$ cat src/rtl/perf_dump_pkg.sv
// Shared definitions for the performance-counter dump block.
// Holds the dump FSM state encoding, the frame geometry and the default
// frame header byte.
package perf_dump_pkg;

    // Dump FSM states
    typedef enum logic [1:0] {
        ST_IDLE = 2'd0,
        ST_SEND = 2'd1,
        ST_CSUM = 2'd2,
        ST_DONE = 2'd3
    } dump_state_t;

    // Header + 12 payload bytes + checksum
    localparam int FRAME_LEN   = 14;
    localparam int PAYLOAD_LEN = 12;

    localparam logic [7:0] DEFAULT_HEADER = 8'hA5;

endpackage : perf_dump_pkg

$ cat src/rtl/perf_counter_dumper.sv
// perf_counter_dumper
// Freezes the four performance counters on a rising edge of finish and
// streams them as a 14-byte frame over a valid/ready byte interface:
// HEADER, four counters as 3 little-endian bytes each, then an 8-bit sum
// of the 12 payload bytes.
//
// Ports:
//   clk               system clock, rising edge
//   rst               asynchronous active-low reset
//   finish            program-finished level from the core
//   instruction_count instruction counter value
//   aritmetric_count  arithmetic counter value
//   memory_count      memory-access counter value
//   stall_count       stall counter value
//   tx_data           byte offered to the transmitter (registered)
//   tx_valid          tx_data is valid (registered)
//   tx_ready          transmitter accepts the byte this cycle
//   busy              frame in progress (registered)
//   done              frame complete, held until finish drops (registered)
module perf_counter_dumper
    import perf_dump_pkg::*;
#(
    parameter int         COUNT_W = 19,
    parameter logic [7:0] HEADER  = DEFAULT_HEADER
) (
    input  logic               clk,
    input  logic               rst,
    input  logic               finish,
    input  logic [COUNT_W-1:0] instruction_count,
    input  logic [COUNT_W-1:0] aritmetric_count,
    input  logic [COUNT_W-1:0] memory_count,
    input  logic [COUNT_W-1:0] stall_count,
    output logic [7:0]         tx_data,
    input  logic               tx_ready,
    output logic               tx_valid,
    output logic               busy,
    output logic               done
);

    localparam logic [3:0] LAST_IDX = 4'(PAYLOAD_LEN);

    dump_state_t       state_r, state_s;
    logic [3:0][23:0]  snap_r, snap_s;
    logic [7:0]        csum_r, csum_s;
    logic [3:0]        idx_r, idx_s;
    logic              finish_q_r;
    logic [7:0]        tx_data_r, tx_data_s;
    logic              tx_valid_r, tx_valid_s;
    logic              busy_r, busy_s;
    logic              done_r, done_s;

    logic              trigger_s;
    logic              accept_s;
    logic [3:0]        idx_inc_s;
    logic [7:0]        next_byte_s;

    assign trigger_s = finish & ~finish_q_r;
    assign accept_s  = tx_valid_r & tx_ready;
    assign idx_inc_s = idx_r + 4'd1;

    // Payload byte mux: index 1..12 selects snapshot bytes, LSB first
    always_comb begin
        next_byte_s = 8'h00;
        case (idx_inc_s)
            4'd1:    next_byte_s = snap_r[0][7:0];
            4'd2:    next_byte_s = snap_r[0][15:8];
            4'd3:    next_byte_s = snap_r[0][23:16];
            4'd4:    next_byte_s = snap_r[1][7:0];
            4'd5:    next_byte_s = snap_r[1][15:8];
            4'd6:    next_byte_s = snap_r[1][23:16];
            4'd7:    next_byte_s = snap_r[2][7:0];
            4'd8:    next_byte_s = snap_r[2][15:8];
            4'd9:    next_byte_s = snap_r[2][23:16];
            4'd10:   next_byte_s = snap_r[3][7:0];
            4'd11:   next_byte_s = snap_r[3][15:8];
            4'd12:   next_byte_s = snap_r[3][23:16];
            default: next_byte_s = 8'h00;
        endcase
    end

    // Next-state logic
    always_comb begin
        state_s = state_r;
        case (state_r)
            ST_IDLE: begin
                if (trigger_s) state_s = ST_SEND;
                else           state_s = ST_IDLE;
            end
            ST_SEND: begin
                if (accept_s && (idx_r == LAST_IDX)) state_s = ST_CSUM;
                else                                 state_s = ST_SEND;
            end
            ST_CSUM: begin
                if (accept_s) state_s = ST_DONE;
                else          state_s = ST_CSUM;
            end
            ST_DONE: begin
                if (!finish) state_s = ST_IDLE;
                else         state_s = ST_DONE;
            end
            default: state_s = ST_IDLE;
        endcase
    end

    // Next values of datapath and registered outputs
    always_comb begin
        snap_s     = snap_r;
        csum_s     = csum_r;
        idx_s      = idx_r;
        tx_data_s  = tx_data_r;
        tx_valid_s = tx_valid_r;
        busy_s     = busy_r;
        done_s     = done_r;
        case (state_r)
            ST_IDLE: begin
                if (trigger_s) begin
                    snap_s[0]  = 24'(instruction_count);
                    snap_s[1]  = 24'(aritmetric_count);
                    snap_s[2]  = 24'(memory_count);
                    snap_s[3]  = 24'(stall_count);
                    csum_s     = 8'h00;
                    idx_s      = 4'd0;
                    tx_data_s  = HEADER;
                    tx_valid_s = 1'b1;
                    busy_s     = 1'b1;
                end else begin
                    tx_valid_s = 1'b0;
                end
            end
            ST_SEND: begin
                if (accept_s) begin
                    idx_s = idx_inc_s;
                    // tx_data_r is the byte just accepted; the header (idx 0)
                    // is not part of the sum
                    if (idx_r != 4'd0) begin
                        csum_s = csum_r + tx_data_r;
                    end else begin
                        csum_s = csum_r;
                    end
                    if (idx_r == LAST_IDX) begin
                        tx_data_s = csum_r + tx_data_r;
                    end else begin
                        tx_data_s = next_byte_s;
                    end
                end else begin
                    idx_s = idx_r;
                end
            end
            ST_CSUM: begin
                if (accept_s) begin
                    tx_valid_s = 1'b0;
                    busy_s     = 1'b0;
                    done_s     = 1'b1;
                end else begin
                    tx_valid_s = 1'b1;
                end
            end
            ST_DONE: begin
                if (!finish) done_s = 1'b0;
                else         done_s = 1'b1;
            end
            default: begin
                tx_valid_s = 1'b0;
                busy_s     = 1'b0;
                done_s     = 1'b0;
            end
        endcase
    end

    // State, snapshot and output registers
    always_ff @(posedge clk or negedge rst) begin
        if (!rst) begin
            state_r    <= ST_IDLE;
            snap_r     <= {4{24'h000000}};
            csum_r     <= 8'h00;
            idx_r      <= 4'd0;
            finish_q_r <= 1'b1;
            tx_data_r  <= 8'h00;
            tx_valid_r <= 1'b0;
            busy_r     <= 1'b0;
            done_r     <= 1'b0;
        end else begin
            state_r    <= state_s;
            snap_r     <= snap_s;
            csum_r     <= csum_s;
            idx_r      <= idx_s;
            finish_q_r <= finish;
            tx_data_r  <= tx_data_s;
            tx_valid_r <= tx_valid_s;
            busy_r     <= busy_s;
            done_r     <= done_s;
        end
    end

    assign tx_data  = tx_data_r;
    assign tx_valid = tx_valid_r;
    assign busy     = busy_r;
    assign done     = done_r;

endmodule : perf_counter_dumper

$ cat config.mk
export PLATFORM = sky130hd
export DESIGN_NAME = perf_counter_dumper
export DESIGN_NICKNAME = d
export VERILOG_FILES = /design/src/rtl/perf_dump_pkg.sv /design/src/rtl/perf_counter_dumper.sv
export SDC_FILE = /design/constraint.sdc
export NUM_CORES = 1
export LEC_CHECK = 0
export BUFFER_PORTS_ARGS = -buffer_cell sky130_fd_sc_hd__clkbuf_2
export CORE_ASPECT_RATIO = 1.5
export CORE_MARGIN = 1.5
export CORE_UTILIZATION = 55
export DETAILED_ROUTE_END_ITERATION = 8
export PLACE_DENSITY = 0.75
export SYNTH_ARGS = -nofsm -noshare
export SYNTH_HDL_FRONTEND = slang
export SYNTH_SLANG_ARGS = --single-unit
export TNS_END_PERCENT = 20
$ cat constraint.sdc
create_clock -name clk -period 3.2 [get_ports clk]
set_clock_uncertainty 0.1 [all_clocks]
set_input_delay 0 -clock clk [delete_from_list [all_inputs] [get_ports clk]]
set_output_delay 0 -clock clk [all_outputs]
set_load 0.01 [all_outputs]
==> results.ini <==
[timing]
finalCritPeriodShare_pct=85.5
fmax_mhz=365
setup_ws_ps=464
fin_crit_ps=2740
maxSlewViolCount=0
worst_pin_slew_ps=811
relSlewSlack_pct=46.0
final.setup.tns_ps=0
rsz0062_at_grt=no
hold_viol=0
setup-violations-final=0

[clocking]
tritoncts=built
numCtsBuffers=9
clock-root-buffer=clkbuf_16
clk_pin_slew_worst_paths_ps=70
cts_max_level=3
clockBufferDepth=2
post-cts-setup-buffer-count=0
cts.sinks=102
clk_latency_ps=350

[power_and_ir_drop]
p_sw_share_pct=40.6
ir_worst_vdd_mv=0.440
p_seq_share_pct=41.7
internal_power_mw=3.35
pwr-share-comb_pct=39.5
clkPwrFrac_pct=18.8
p_leak_nw=3.47
p_sw_mw=2.29
power_density_nw_per_um2=833

[grt]
grt_pass1_wl_um=24200
grt-ovfl-total=0
grt.total_usage_pct=32.4
grt_max_degree=81
antenna_found_initial=0
grt_pass1_vias=4873

[setup_path]
timing.rr.end=tx_data[6]$_DFFE_PN0P_
crit_required_ps=3340
path_max_fanout=9
r2r_setup_slack_ps=460
critical_path_arrival_ps=2870
path_buf_inv=1
cp-end-kind=flop
critPathSlowestCell=dfrtp_1
critPathMaxStageDelay_ps=490
reg2regPathDepth=8
critPathTopFamily=compound AO/OA/AOI/OAI gates
r2r_start=idx_r[0]$_DFFE_PN0P_
worst_setup_path_start_kind=flop
critical_path_class=reg -> reg
worst-path-stages=8
crit_chain=ha_1 -> buf_4 -> nor2_1 -> a21oi_2 -> mux2i_1 -> a22o_1 -> a221o_1 -> o311a_1

[place]
post-place-ws_ps=521
portBuffers=90
place_area_um2=5690
gp_congestion=0.909
dpl.hpwl_um=9750

[floorplanning]
core_um2=9200
die_h_um=122
rows=43
die_x_um=82.3
dieArea_um2=10000
start_util_pct=56.3
ios=91

[logic_synthesis]
synth.avg_cell_area_um2=8.59
synth_edf_count=0
synthCells=603
yosysWarnings=0
synth_area_leaders=dfrtp_1 (49%), nand2_1 (19%), ha_1 (2.9%)
synthArstFlopShare_pct=100
yosysTopAreaCellShare_pct=48.8
synth_cell_types=56
seq_area_frac_synth_pct=49.3
synth_area_um2=5180
synth_seq_cells=102
synth_top_cell_by_area=dfrtp_1
synth_flop_cell=dfrtp_1
synth_nets=696

[finish]
fin_area_um2=6760
final_common_cell=nand2_1
layout_common_cells=nand2_1 (260), dfrtp_1 (101), clkbuf_2 (89), dlygate4sd3_1 (79), a21oi_1 (20)
nNetsFinal=848
num_antenna_cells=0
syn2layout_area_growth_pct=30.5
layout-drive-gt1-share_pct=16.8

[detailed_routing]
firstDrtPassIters=5
ant_nets=0
vias=5010
finalWirelength_um=15400
drc=0
drt_iter0_markers=445
viasPerCell=5.75
routedWlPerCell_um=17.7

[flow_run]
drv_cap=0

[outcome]
run_status=complete, no violations

[min_path]
hp-class=in -> async

## routing by layer
metal / global-route usage, % / wire length [um] / vias to the layer above
li1: - / - / 2334
met1: 38.7 / 6060 / 2449
met2: 56.6 / 8170 / 193
met3: 5.92 / 742 / 34
met4: 11.9 / 425 / 0
met5: 0 / 0 / -
## registers in the layout, summed over array words and instances, names as in the netlist
| register | count |
|---|---|
| done | 1 |
| idx_r | 4 |
| state_r | 2 |
| finish_q_r | 1 |
| tx_data | 8 |
| busy | 1 |
| snap_r | 76 |
| tx_valid | 1 |
| csum_r | 8 |
## kinds of logic (layout without fill, tap and decap cells)
logic type	count (synthesis)	in the layout	share of synthesized area (%)
buffers and inverters	46	203	3.93
muxes	8	8	1.57
and+or+nand+nor	318	318	24.6
adders and majority gates	13	13	3.28
DFF	102	102	49.3
AOI/OAI and AO/OA	108	108	15.6
xor gates and xnor gates	8	8	1.71
## repair_timing
action                                  4_1_cts  5_1_grt
endpoints found under the hold margin       133        0
endpoints found under the setup margin        0        0
resized for setup                             0        0
hold buffers                                 79        0
## worst max-delay path by stage
| stage | from | to | slack [ps] |
|---|---|---|---|
| 5_1_grt | idx_r[0]$_DFFE_PN0P_ | tx_data[0]$_DFFE_PN0P_ | 290 |
| 6_report | idx_r[0]$_DFFE_PN0P_ | tx_data[6]$_DFFE_PN0P_ | 460 |
| 3_5_place_dp | idx_r[0]$_DFFE_PN0P_ | tx_data[0]$_DFFE_PN0P_ | 520 |
| 4_1_cts | idx_r[0]$_DFFE_PN0P_ | tx_data[0]$_DFFE_PN0P_ | 510 |
| 2_1_floorplan | tx_data[0]$_DFFE_PN0P_ | tx_data[6]$_DFFE_PN0P_ | 980 |
| 3_3_place_gp | idx_r[0]$_DFFE_PN0P_ | tx_data[6]$_DFFE_PN0P_ | 620 |
## metrics by stage
stage,hold slack (ps),cells,power (mW),utilization (%)
3_5_place_dp,-27.4,777,4.44,61.8
2_1_floorplan,-396,603,3.72,-
4_1_cts,151,872,5.57,73.5
6_report,122,872,5.63,73.5
3_3_place_gp,-36.0,777,4.35,61.8
5_1_grt,188,872,5.95,73.5
## area by class of cell
type                    count  area [um2]
flip-flops and latches    102        2550
clock buffers              10         239
inverters                   9        33.8
clock inverters             6        45.0
multi-input cells         455        2430
fillers                   661        2440
repair buffers            178        1320
well taps                 112         140
## power by group through the flow
| stage | combinational, mW | clock (mW) | sequential [mW] |
|---|---|---|---|
| floorplan | 1.54 | 0 | 2.18 |
| global placement | 2.02 | 0 | 2.33 |
| detailed placement | 2.10 | 0 | 2.34 |
| CTS | 2.19 | 1.07 | 2.32 |
| global route | 2.44 | 1.12 | 2.39 |
| finish | 2.23 | 1.06 | 2.35 |
## cells in the mapped netlist (5+ instances only)
cell	count
a22oi_1	8
nand2b_1	5
nand2_1	261
dfrtp_1	101
nor2_1	17
nand3_1	16
mux2i_1	7
inv_1	8
o22ai_1	6
a22o_1	16
a21oi_1	20
clkbuf_1	26
o21ai_0	16
buf_2	7
ha_1	12
xnor2_1	5
a222oi_1	6
No activity file was read; power rests on OpenSTA's default activity.
